File: src/rtl/multicyc_exec_if.sv
// ---------------------------------------------------------------------------
// multicyc_pkg / multicyc_exec_if
//
// Purpose:
//   Shared request/response types for the multi-cycle HI/LO unit, and the
//   interface that carries them between the execute stage and the unit.
//
// Interface signals:
//   req  : multicyc_req_t  - op, is_multicyc, hilo (current HI/LO),
//                            reg0 (rs), reg1 (rt)
//   resp : multicyc_resp_t - ready, valid, hilo result (HI = [63:32])
//
// Modports:
//   master : execute stage side (drives req, observes resp)
//   slave  : multicyc_exec side (observes req, drives resp)
// ---------------------------------------------------------------------------
package multicyc_pkg;

    typedef enum logic [3:0] {
        OP_NOP   = 4'd0,
        OP_MULT  = 4'd1,
        OP_MULTU = 4'd2,
        OP_MADD  = 4'd3,
        OP_MADDU = 4'd4,
        OP_MSUB  = 4'd5,
        OP_MSUBU = 4'd6,
        OP_MUL   = 4'd7,
        OP_DIV   = 4'd8,
        OP_DIVU  = 4'd9,
        OP_MTHI  = 4'd10,
        OP_MTLO  = 4'd11
    } op_t;

    typedef struct packed {
        op_t         op;
        logic        is_multicyc;
        logic [63:0] hilo;
        logic [31:0] reg0;
        logic [31:0] reg1;
    } multicyc_req_t;

    typedef struct packed {
        logic        ready;
        logic        valid;
        logic [63:0] hilo;
    } multicyc_resp_t;

endpackage

interface multicyc_exec_if;
    import multicyc_pkg::*;

    multicyc_req_t  req;
    multicyc_resp_t resp;

    modport master (output req, input resp);
    modport slave  (input req, output resp);

endinterface

File: src/rtl/multicyc_exec.sv
// ---------------------------------------------------------------------------
// multicyc_exec
//
// Purpose:
//   Multi-cycle HI/LO arithmetic unit for the execute stage. Multiply-class
//   ops complete after MUL_LAT cycles; DIV/DIVU use a radix-2 restoring
//   divider and complete 34 cycles after acceptance. Any other op flagged
//   is_multicyc simply echoes req.hilo one cycle later.
//
// Ports:
//   clk   : clock
//   rst_n : synchronous reset, active-low
//   flush : abort the in-flight op; no response is produced for it
//   bus   : multicyc_exec_if.slave (req in, resp out)
//
// Parameters:
//   MUL_LAT : acceptance-to-valid latency of multiply-class ops (1..4)
// ---------------------------------------------------------------------------
module multicyc_exec
    import multicyc_pkg::*;
#(
    parameter int MUL_LAT = 2
) (
    input  logic           clk,
    input  logic           rst_n,
    input  logic           flush,
    multicyc_exec_if.slave bus
);

    typedef enum logic [1:0] {
        IDLE = 2'd0,
        MUL  = 2'd1,
        DIV  = 2'd2,
        DONE = 2'd3
    } state_t;

    state_t      r_state;
    op_t         r_op;
    logic [63:0] r_hiloIn;
    logic [31:0] r_a;
    logic [31:0] r_b;
    logic [5:0]  r_cnt;
    logic [31:0] r_quo;
    logic [31:0] r_rem;
    logic [31:0] r_dvs;
    logic        r_negQ;
    logic        r_negR;
    logic        r_div0;
    logic        r_valid;
    logic [63:0] r_hilo;
    logic [63:0] r_hiloPrev;

    logic        w_accept;
    logic        w_divSigned;
    logic [31:0] w_absA;
    logic [31:0] w_absB;
    logic [63:0] w_mulRes;
    logic [32:0] w_shift;
    logic [32:0] w_sub;
    logic [31:0] w_qFix;
    logic [31:0] w_rFix;
    logic [63:0] w_divRes;

    function automatic logic isMulOp(input op_t op);
        isMulOp = (op == OP_MULT) || (op == OP_MULTU) || (op == OP_MADD) ||
                  (op == OP_MADDU) || (op == OP_MSUB) || (op == OP_MSUBU) ||
                  (op == OP_MUL);
    endfunction

    function automatic logic isDivOp(input op_t op);
        isDivOp = (op == OP_DIV) || (op == OP_DIVU);
    endfunction

    // Operands are extended to 64 bits first so the low 64 bits of the
    // 64x64 product are the exact signed/unsigned 32x32 product.
    function automatic logic [63:0] mulResult(input op_t         op,
                                              input logic [63:0] acc,
                                              input logic [31:0] a,
                                              input logic [31:0] b);
        logic        isSigned;
        logic [63:0] extA;
        logic [63:0] extB;
        logic [63:0] prod;
        isSigned = (op == OP_MULT) || (op == OP_MADD) ||
                   (op == OP_MSUB) || (op == OP_MUL);
        extA = isSigned ? {{32{a[31]}}, a} : {32'd0, a};
        extB = isSigned ? {{32{b[31]}}, b} : {32'd0, b};
        prod = extA * extB;
        case (op)
            OP_MADD, OP_MADDU: mulResult = acc + prod;
            OP_MSUB, OP_MSUBU: mulResult = acc - prod;
            default:           mulResult = prod;
        endcase
    endfunction

    assign w_accept = (r_state == IDLE) && bus.req.is_multicyc && !flush;

    // Divider setup happens in the acceptance cycle: magnitudes are latched
    // directly so the iterations can start on the following cycle.
    assign w_divSigned = (bus.req.op == OP_DIV);
    assign w_absA = (w_divSigned && bus.req.reg0[31]) ? -bus.req.reg0 : bus.req.reg0;
    assign w_absB = (w_divSigned && bus.req.reg1[31]) ? -bus.req.reg1 : bus.req.reg1;

    // With MUL_LAT = 1 the product is taken straight from the request in
    // IDLE; otherwise it comes from the latched operands.
    always_comb begin
        if (r_state == IDLE) begin
            w_mulRes = mulResult(bus.req.op, bus.req.hilo, bus.req.reg0, bus.req.reg1);
        end else begin
            w_mulRes = mulResult(r_op, r_hiloIn, r_a, r_b);
        end
    end

    // One restoring step: the dividend shifts out of r_quo into the partial
    // remainder while quotient bits shift in from the bottom. The 33-bit
    // difference is never outside [-2^32, 2^32), so bit 32 is its sign.
    assign w_shift  = {r_rem, r_quo[31]};
    assign w_sub    = w_shift - {1'b0, r_dvs};

    assign w_qFix   = r_negQ ? -r_quo : r_quo;
    assign w_rFix   = r_negR ? -r_rem : r_rem;
    assign w_divRes = r_div0 ? {r_a, 32'hFFFF_FFFF} : {w_rFix, w_qFix};

    // Control, datapath and registered response. r_hiloPrev keeps the last
    // delivered result so a flush landing on the DONE cycle hides the new
    // one completely.
    always_ff @(posedge clk) begin
        if (!rst_n) begin
            r_state    <= IDLE;
            r_op       <= OP_NOP;
            r_hiloIn   <= '0;
            r_a        <= '0;
            r_b        <= '0;
            r_cnt      <= '0;
            r_quo      <= '0;
            r_rem      <= '0;
            r_dvs      <= '0;
            r_negQ     <= 1'b0;
            r_negR     <= 1'b0;
            r_div0     <= 1'b0;
            r_valid    <= 1'b0;
            r_hilo     <= '0;
            r_hiloPrev <= '0;
        end else begin
            case (r_state)
                IDLE: begin
                    if (w_accept) begin
                        r_op     <= bus.req.op;
                        r_hiloIn <= bus.req.hilo;
                        r_a      <= bus.req.reg0;
                        r_b      <= bus.req.reg1;
                        r_cnt    <= '0;
                        if (isMulOp(bus.req.op)) begin
                            if (MUL_LAT == 1) begin
                                r_state    <= DONE;
                                r_valid    <= 1'b1;
                                r_hiloPrev <= r_hilo;
                                r_hilo     <= w_mulRes;
                            end else begin
                                r_state <= MUL;
                            end
                        end else if (isDivOp(bus.req.op)) begin
                            r_state <= DIV;
                            r_quo   <= w_absA;
                            r_dvs   <= w_absB;
                            r_rem   <= '0;
                            r_negQ  <= w_divSigned && (bus.req.reg0[31] ^ bus.req.reg1[31]);
                            r_negR  <= w_divSigned && bus.req.reg0[31];
                            r_div0  <= (bus.req.reg1 == 32'd0);
                        end else begin
                            r_state    <= DONE;
                            r_valid    <= 1'b1;
                            r_hiloPrev <= r_hilo;
                            r_hilo     <= bus.req.hilo;
                        end
                    end
                end
                MUL: begin
                    if (flush) begin
                        r_state <= IDLE;
                    end else if (r_cnt == 6'(MUL_LAT - 2)) begin
                        r_state    <= DONE;
                        r_valid    <= 1'b1;
                        r_hiloPrev <= r_hilo;
                        r_hilo     <= w_mulRes;
                    end else begin
                        r_cnt <= r_cnt + 6'd1;
                    end
                end
                DIV: begin
                    if (flush) begin
                        r_state <= IDLE;
                    end else if (r_cnt == 6'd32) begin
                        r_state    <= DONE;
                        r_valid    <= 1'b1;
                        r_hiloPrev <= r_hilo;
                        r_hilo     <= w_divRes;
                    end else begin
                        r_cnt <= r_cnt + 6'd1;
                        if (!w_sub[32]) begin
                            r_rem <= w_sub[31:0];
                            r_quo <= {r_quo[30:0], 1'b1};
                        end else begin
                            r_rem <= w_shift[31:0];
                            r_quo <= {r_quo[30:0], 1'b0};
                        end
                    end
                end
                DONE: begin
                    r_state <= IDLE;
                    r_valid <= 1'b0;
                    if (flush) begin
                        r_hilo <= r_hiloPrev;
                    end
                end
                default: begin
                    r_state <= IDLE;
                    r_valid <= 1'b0;
                end
            endcase
        end
    end

    // A flush in the DONE cycle suppresses the pulse in that same cycle.
    assign bus.resp.valid = r_valid && !flush;
    assign bus.resp.ready = r_valid && !flush;
    assign bus.resp.hilo  = (r_valid && flush) ? r_hiloPrev : r_hilo;

endmodule

File: src/flat_wrapper.sv
// flat-port wrapper written by rule: the top's interface ports become plain ports
module multicyc_exec_flat import multicyc_pkg::*;
#(
    parameter int MUL_LAT = 2
)
  (clk, rst_n, flush, bus_req, bus_resp);
  multicyc_exec_if bus_i ();
  input  logic clk;
  input  logic rst_n;
  input  logic flush;
  input wire logic [$bits(bus_i.req)-1:0] bus_req;
  output wire logic [$bits(bus_i.resp)-1:0] bus_resp;
  assign bus_i.req = bus_req;
  assign bus_resp = bus_i.resp;
  multicyc_exec #(.MUL_LAT(MUL_LAT)) u_core (.clk(clk), .rst_n(rst_n), .flush(flush), .bus(bus_i));
endmodule
File: config.mk
export PLATFORM = sky130hd
export DESIGN_NAME = multicyc_exec_flat
export DESIGN_NICKNAME = d
export VERILOG_FILES = /design/src/rtl/multicyc_exec_if.sv /design/src/rtl/multicyc_exec.sv /design/src/flat_wrapper.sv
export SDC_FILE = /design/constraint.sdc
export NUM_CORES = 2
export LEC_CHECK = 0
export BUFFER_PORTS_ARGS = -buffer_cell sky130_fd_sc_hd__buf_2
export CAP_MARGIN = 20
export CORE_UTILIZATION = 42
export DETAILED_ROUTE_END_ITERATION = 8
export GPL_TIMING_DRIVEN = 1
export HOLD_SLACK_MARGIN = 0.08
export MAX_ROUTING_LAYER = met4
export PLACE_DENSITY = 0.58
export SLEW_MARGIN = 15
export SYNTH_ARGS = -nofsm -noshare
export SYNTH_HDL_FRONTEND = slang
export SYNTH_SLANG_ARGS = --single-unit
File: constraint.sdc
create_clock -name clk -period 17.9 [get_ports clk]
set_clock_uncertainty 0.2 [all_clocks]
set_input_delay 0.895 -clock clk [delete_from_list [all_inputs] [get_ports clk]]
set_output_delay 0.895 -clock clk [all_outputs]
set_load 0.05 [all_outputs]
## Word-level counts from Yosys, hierarchy flattened

Cells that the tools add are included.
Widths: inputs -> output; s select.

- Register bits: 368
- Input port bits: 136
- Output and inout bits: 66
- Logic and storage cells: 153

- Add/subtract/negate cells: 8
- $mul: 1
- Equal/unequal tests: 32
- Mux-type cells: 62
- Bitwise operators: 2
- Reduce and logical (&&, ||, !) cells: 33

Operator list:

| cell | count |
|---|---|
| $mux 64 | 19 |
| $mux 32 | 15 |
| $pmux 64 s4 | 1 |
| $pmux 64 s3 | 1 |
| $neg 32->32 | 4 |
| $pmux 32 s2 | 2 |
| $pmux 64 s2 | 1 |
| $add 64x64->64 | 1 |
| $mul 64x64->64 | 1 |
| $sub 64x64->64 | 1 |
| $sub 33x32->33 | 1 |
| $eq 4x3->1 const B | 8 |
| $logic_not 32->1 | 1 |
| $mux 6 | 5 |
| $pmux 6 s3 | 1 |
| $ne 2x2->1 const B | 8 |
| $reduce_and 8->1 | 2 |
| $eq 4x2->1 const B | 3 |
| $mux 2 | 6 |
| $reduce_and 6->1 | 2 |
| $logic_or 1x1->1 | 10 |
| $mux 1 | 9 |
| $eq 4x1->1 const B | 2 |
| $eq 4x4->1 const B | 2 |
| 21 further kinds | 32 |

## Longest topological paths before layout

- Depth in word-level cells: 11
- Mapped depth: 52
- Mapped depth without buffers: 47

## Worst setup path before layout

No wires, ideal clock.

- Path type: flip-flop to flip-flop
- Start point: register u_core.r_op[0]
- End point: register u_core.r_hilo[62]
- Library setup time: 0.095 ns
- Arrival time: 12.315 ns
- Required time: 17.605 ns
- Path slack: 5.289 ns
- Cell stages (with the launch flop): 48
- Path buffers: 4
- Period minus slack after synthesis: 12.611 ns
- Path through: dfxtp_1 nor2b_1 and2_1 clkbuf_1 clkbuf_1 nand2_1 fa_1 inv_1 fa_1 fa_1 fa_1 fa_1 fa_1 inv_1 fa_1 inv_1 fa_1 fa_1 [12 not listed] nand2_1 xor2_1 ha_1 clkbuf_1 a21o_1 a221o_1 a21o_1 a221o_1 a31oi_1 o21a_1 o21ai_0 a21o_1 a31o_2 a21oi_1 o21ai_0 xor2_1 nand2_1 a221oi_1

- Word-level cells in the longest chain between the ends: 11
- Elaborated cells on any way between the ends: 20
- Those cells by class: add/sub: 2; mul: 1; eq/ne: 6; mux: 6; reduce/logical: 5

RTL lines:

| what | RTL line | RTL |
|---|---|---|
| from (decl) | multicyc_exec.sv:38 | `op_t r_op;` |
| from (signal assigned) | multicyc_exec.sv:148 | `r_op <= bus.req.op;` |
| $eq 4x1->1 / $eq 4x2->1 (equally long branches) | multicyc_exec.sv:84, multicyc_exec.sv:89 |  |
| $logic_or 1x1->1 (2 in series) | multicyc_exec.sv:84 | `isSigned = (op == OP_MULT) \|\| (op == OP_MADD) \|\|` |
| $logic_or 1x1->1 | multicyc_exec.sv:85 | `(op == OP_MSUB) \|\| (op == OP_MUL);` |
| $mux 64 (on tied branches) | multicyc_exec.sv:86, multicyc_exec.sv:87 |  |
| $mul 64x64->64 | multicyc_exec.sv:88 | `prod = extA * extB;` |
| $sub 64x64->64 / $add 64x64->64 (equally long branches) | multicyc_exec.sv:91, multicyc_exec.sv:90 |  |
| $pmux 64 s2 (*) | multicyc_exec.sv:89 | `case (op)` |
| $mux 64 (*) | multicyc_exec.sv:181 | `end else if (r_cnt == 6'(MUL_LAT - 2)) begin` |
| $mux 64 (*) | multicyc_exec.sv:179 | `if (flush) begin` |
| $pmux 64 s4 (*) | multicyc_exec.sv:145 | `case (r_state)` |
| to (signal assigned) | multicyc_exec.sv:158 | `r_hilo <= w_mulRes;` |
| to (signal assigned) | multicyc_exec.sv:174 | `r_hilo <= bus.req.hilo;` |
| to (signal assigned) | multicyc_exec.sv:185 | `r_hilo <= w_mulRes;` |
| to (decl) | multicyc_exec.sv:50 | `logic [63:0] r_hilo;` |

Mark *: on every way between the ends. The rest lies on a longest branch, timed or not. The select of a mux whose other input is x is not followed.
A chain may end at the register's enable or synchronous reset.

## Final worst setup path

- Start point: register u_core.r_a[31]
- End point: register u_core.r_hilo[63]

- Word-level cells in the longest chain between the ends: 7
- Elaborated cells on any way between the ends: 11
- Those cells by class: add/sub: 2; mul: 1; mux: 8

RTL lines:

| what | RTL line | RTL |
|---|---|---|
| from (decl) | multicyc_exec.sv:40 | `logic [31:0] r_a;` |
| from (signal assigned) | multicyc_exec.sv:150 | `r_a <= bus.req.reg0;` |
| $mux 64 | multicyc_exec.sv:86 | `extA = isSigned ? {{32{a[31]}}, a} : {32'd0, a};` |
| $mul 64x64->64 | multicyc_exec.sv:88 |  |
| $sub 64x64->64 / $add 64x64->64 (equally long branches) | multicyc_exec.sv:91, multicyc_exec.sv:90 |  |
| $pmux 64 s2 | multicyc_exec.sv:89 |  |
| $mux 64 | multicyc_exec.sv:181 |  |
| $mux 64 | multicyc_exec.sv:179 |  |
| $pmux 64 s4 (*) | multicyc_exec.sv:145 |  |

Marks and branches as above.

==> summary.log <==
[run_status] status complete, no violations
[cells_and_area] Nets 10500
[cells_and_area] post-synthesis to final-layout area growth 5.79%
[worst_setup_path] Critical Path End Type register
[detailed_routing] remaining antenna violation count 0
[sta] final setup violation count 0
[cts] count of buffers added by post-CTS timing repair for setup 0
[placed_design] global placer's final weighted congestion 0.986
[sta] shortest clock period the worst path allows after layout 14.61 ns
[worst_setup_path] CP Class register to register
[worst_setup_path] delay of the slowest cell on the worst path 0.97 ns
[floorplanning] die outline area 176000 sq um
[floorplanning] initial standard-cell utilization of the core 42.4%
[worst_setup_path] most common cell type on the critical path sky130_fd_sc_hd__fa_1
[worst_setup_path] cell family contributing the most delay on the critical path adder cells
[placed_design] Final HPWL DP 201000 microns
[detailed_routing] first-pass iteration count of the detailed router 6
[synthesis] count of state elements after synthesis 368
[synthesis] Netlist cell types 99
[worst_setup_path] startpoint type of the worst setup path register
[synthesis] Area contributors post-synth sky130_fd_sc_hd__fa_1 (39%), sky130_fd_sc_hd__dfxtp_1 (10%), sky130_fd_sc_hd__inv_1 (8.6%)
[pwr] leakage component of the power 37.5 nW
[floorplanning] width of the die 419 microns
[synthesis] Synth Cell Area 73000 sq um
[pwr] Cell Pwr Density 78.2 nW/um^2
[synthesis] number of standard cells after synthesis 8674
[cts] number of sinks driven by the clock tree 368
[sta] Final Max Slew Viols 0
[synthesis] fraction of registers with async set or reset after synthesis 0%
[cts] buffers from clock root to sink, at most 3
[placed_design] number of input and output port buffers inserted 201
[cells_and_area] fraction of layout cells with a size suffix above 1 6.17%
[placed_design] Placed Area 75900 sq um
[cts] clock buffers created by TritonCTS 39
[sta] final hold violations 0
[cts] Root Buffer sky130_fd_sc_hd__clkbuf_16
[worst_setup_path] endpoint arrival time on the critical path 14.91 ns
[global_route] wire length of the first global-routing pass 383000 microns
[floorplanning] Placeable Area 172000 sq um
[global_route] vias in the first global route 61500
[detailed_routing] final WL 250000 microns
[worst_setup_path] Crit Path Max Fanout 43
[sta] highest clock frequency the design can meet 68.5 MHz
[floorplanning] vertical extent of the die 419 microns
[sta] final clock period utilization by the worst path 81.6%
[cts] CTS Hold Bufs 0
[sta] worst slew slack as a fraction of its limit 24.9%
[floorplanning] Cell Rows 152
[min_path] path category of the worst min-delay check register to register
[global_route] initial antenna violation count 10
[synthesis] top-area cell type share of the netlist area 39.1%
[detailed_routing] via/cell ratio 5.43
[synthesis] EDFF count, synth 0
[pwr] largest voltage drop on the vdd net 0.150 mV
[cts] H-tree levels 2
[synthesis] flip-flop cell with the highest count after synthesis sky130_fd_sc_hd__dfxtp_1
[cts] clock slew at the register clock pins of the worst setup and hold paths 0.07 ns
[worst_setup_path] Worst EP required 18.20 ns
[sta] Total Negative Setup Slacks 0 ns
[detailed_routing] detailed-route DRC error count 0
[global_route] grt total ovfl 0
[worst_setup_path] number of buffers and inverters on the critical path 8
[synthesis] post-synthesis sequential area ratio 10.1%
[worst_setup_path] standard cell with the maximum stage delay on the critical path sky130_fd_sc_hd__and2_1
[floorplanning] I/O Pins 202
[global_route] GRT Util Overall 29.8%
[synthesis] post-synthesis average cell area 8.42 sq um
[cells_and_area] fin area 77200 sq um
[flow_run] number of max-cap violations 0
[synthesis] most instantiated library cell after synthesis sky130_fd_sc_hd__inv_1
[cts] Post-CTS Resized 0
[synthesis] most numerous cell types in the synthesized netlist sky130_fd_sc_hd__inv_1 (1670), sky130_fd_sc_hd__nand2_1 (1510), sky130_fd_sc_hd__fa_1 (1426), sky130_fd_sc_hd__a21oi_1 (498), sky130_fd_sc_hd__clkbuf_1 (472)
[synthesis] number of warnings issued by yosys 0
[synthesis] library cell occupying the most area in the post-synthesis netlist sky130_fd_sc_hd__fa_1
[detailed_routing] vias post-DR 59100
[synthesis] total nets after synthesis 10600
[detailed_routing] initial DRC count 4604
[cts] clock tree from TritonCTS built
[global_route] maximum number of pins on one net before global-route repair 89
[sta] transition at the pin with the smallest max-transition slack 1.13 ns
[detailed_routing] average routed wire per standard cell 23.0 microns
[cts] clock insertion delay at the later pin of the skew report 0.60 ns
[sta] RSZ-0062 raised after global routing no
## flip-flops by register name (all words and copies together), names as in the netlist, 4 cells and up
| name | count |
|---|---|
| u_core.r_cnt | 6 |
| u_core.r_hilo | 64 |
| u_core.r_quo | 32 |
| u_core.r_hiloIn | 64 |
| u_core.r_a | 32 |
| u_core.r_hiloPrev | 64 |
| u_core.r_dvs | 32 |
| u_core.r_rem | 32 |
| u_core.r_op | 4 |
| u_core.r_b | 32 |
## logic make-up (layout without fill, tap and decap cells)
| logic type | count (synthesis) | in the layout | share of synthesized area, % |
|---|---|---|---|
| adders and majority gates | 1839 | 1839 | 46.2 |
| and+or+nand+nor | 2535 | 2535 | 15.6 |
| muxes | 96 | 96 | 1.43 |
| AOI/OAI and AO/OA | 1295 | 1295 | 11.0 |
| other | 0 | 8 | 0 |
| DFF | 368 | 368 | 10.1 |
| xor gates and xnor gates | 378 | 378 | 4.55 |
| buffers and inverters | 2163 | 2050 | 11.2 |
## worst reg2reg max path: cells and delay by family (launching register included)
kind | cells | cell delay, ns
buffers and inverters | 8 | 1.17
and+or+nand+nor | 11 | 3.56
AOI/OAI and AO/OA | 8 | 2.44
adders and majority gates | 12 | 6.11
DFF | 1 | 0.31
xor gates and xnor gates | 4 | 0.70
## per-stage QoR
stage               total power [mW]  instances  hold slack (ns)  utilization (%)  setup slack (ns)
detailed placement              5.11      10800            0.249             44.1              3.40
CTS                             6.02      10900            0.258             44.9              3.34
global route                    6.44      10900            0.283             44.9              2.55
global placement                5.09      10800            0.243             44.1              3.49
finish                          6.04      10900            0.257             44.9              3.29
floorplan                       3.92       8674            0.232                -              5.29
## routing by layer
layer | vias up | track usage (%) | part of all wire (%)
met2 | 1718 | 49.3 | 49
li1 | 26500 | - | -
met1 | 30400 | 37.2 | 41
met5 | - | - | 0
met3 | 484 | 2.51 | 4.3
met4 | 0 | 13.6 | 5.6
## report_power, final
group | internal [mW] | switching, mW | leakage, nW
clock network | 0.495 | 0.394 | 0.642
registers | 0.975 | 0.168 | 3.00
logic | 1.30 | 2.71 | 33.9
total | 2.77 | 3.27 | 37.5
## path summary, 6_finish.rpt
| check | startpoint | end | slack (ns) | cells after the start |
|---|---|---|---|---|
| min reg2reg | u_core.r_b[5] | u_core.r_b[5] | 0.26 | 2 |
| min | u_core.r_b[5] | u_core.r_b[5] | 0.26 | 2 |
| max reg2reg | u_core.r_a[31] | u_core.r_hilo[63] | 3.29 | 43 |
| max | u_core.r_a[31] | u_core.r_hilo[63] | 3.29 | 43 |
## final cells by class
type	instances	area, sq um
antenna	8	20.0
clock buffer	55	1120
clock inverter	15	191
fill	17300	94900
inverter	1671	6280
multi-input combinational	6143	57500
sequential	368	7390
tap	2310	2890
timing repair buffer	309	1820
## cells in the final DEF, fill, tap and decap left out, types with 9 or more instances in the layout
cell,n
sky130_fd_sc_hd__nand3_1,58
sky130_fd_sc_hd__a211oi_1,51
sky130_fd_sc_hd__fa_1,1426
sky130_fd_sc_hd__or3_1,29
sky130_fd_sc_hd__o211ai_1,27
sky130_fd_sc_hd__ha_1,407
sky130_fd_sc_hd__mux2i_1,30
sky130_fd_sc_hd__a31oi_1,29
sky130_fd_sc_hd__nor2_1,290
sky130_fd_sc_hd__xor2_1,140
sky130_fd_sc_hd__dfxtp_2,17
sky130_fd_sc_hd__a221oi_1,71
sky130_fd_sc_hd__a21boi_0,11
sky130_fd_sc_hd__o31ai_1,52
sky130_fd_sc_hd__a21oi_1,498
sky130_fd_sc_hd__a31o_2,10
sky130_fd_sc_hd__nor2b_1,27
sky130_fd_sc_hd__o21bai_1,20
sky130_fd_sc_hd__a221o_1,20
sky130_fd_sc_hd__clkbuf_16,39
sky130_fd_sc_hd__nand4_1,18
sky130_fd_sc_hd__a21o_1,61
sky130_fd_sc_hd__o41ai_1,18
sky130_fd_sc_hd__xnor2_1,236
sky130_fd_sc_hd__inv_1,1669
sky130_fd_sc_hd__or4_1,22
sky130_fd_sc_hd__buf_4,108
sky130_fd_sc_hd__and2_1,344
sky130_fd_sc_hd__mux2_2,66
sky130_fd_sc_hd__o21ai_0,296
sky130_fd_sc_hd__nor3b_1,9
sky130_fd_sc_hd__or2_2,12
sky130_fd_sc_hd__nor4_1,23
sky130_fd_sc_hd__buf_2,201
sky130_fd_sc_hd__dfxtp_1,351
sky130_fd_sc_hd__nand2b_1,28
sky130_fd_sc_hd__o21a_1,29
sky130_fd_sc_hd__nand2_1,1509
sky130_fd_sc_hd__nor3_1,68
sky130_fd_sc_hd__and3_1,42
Note: power is estimated with default switching activity, not from simulation.
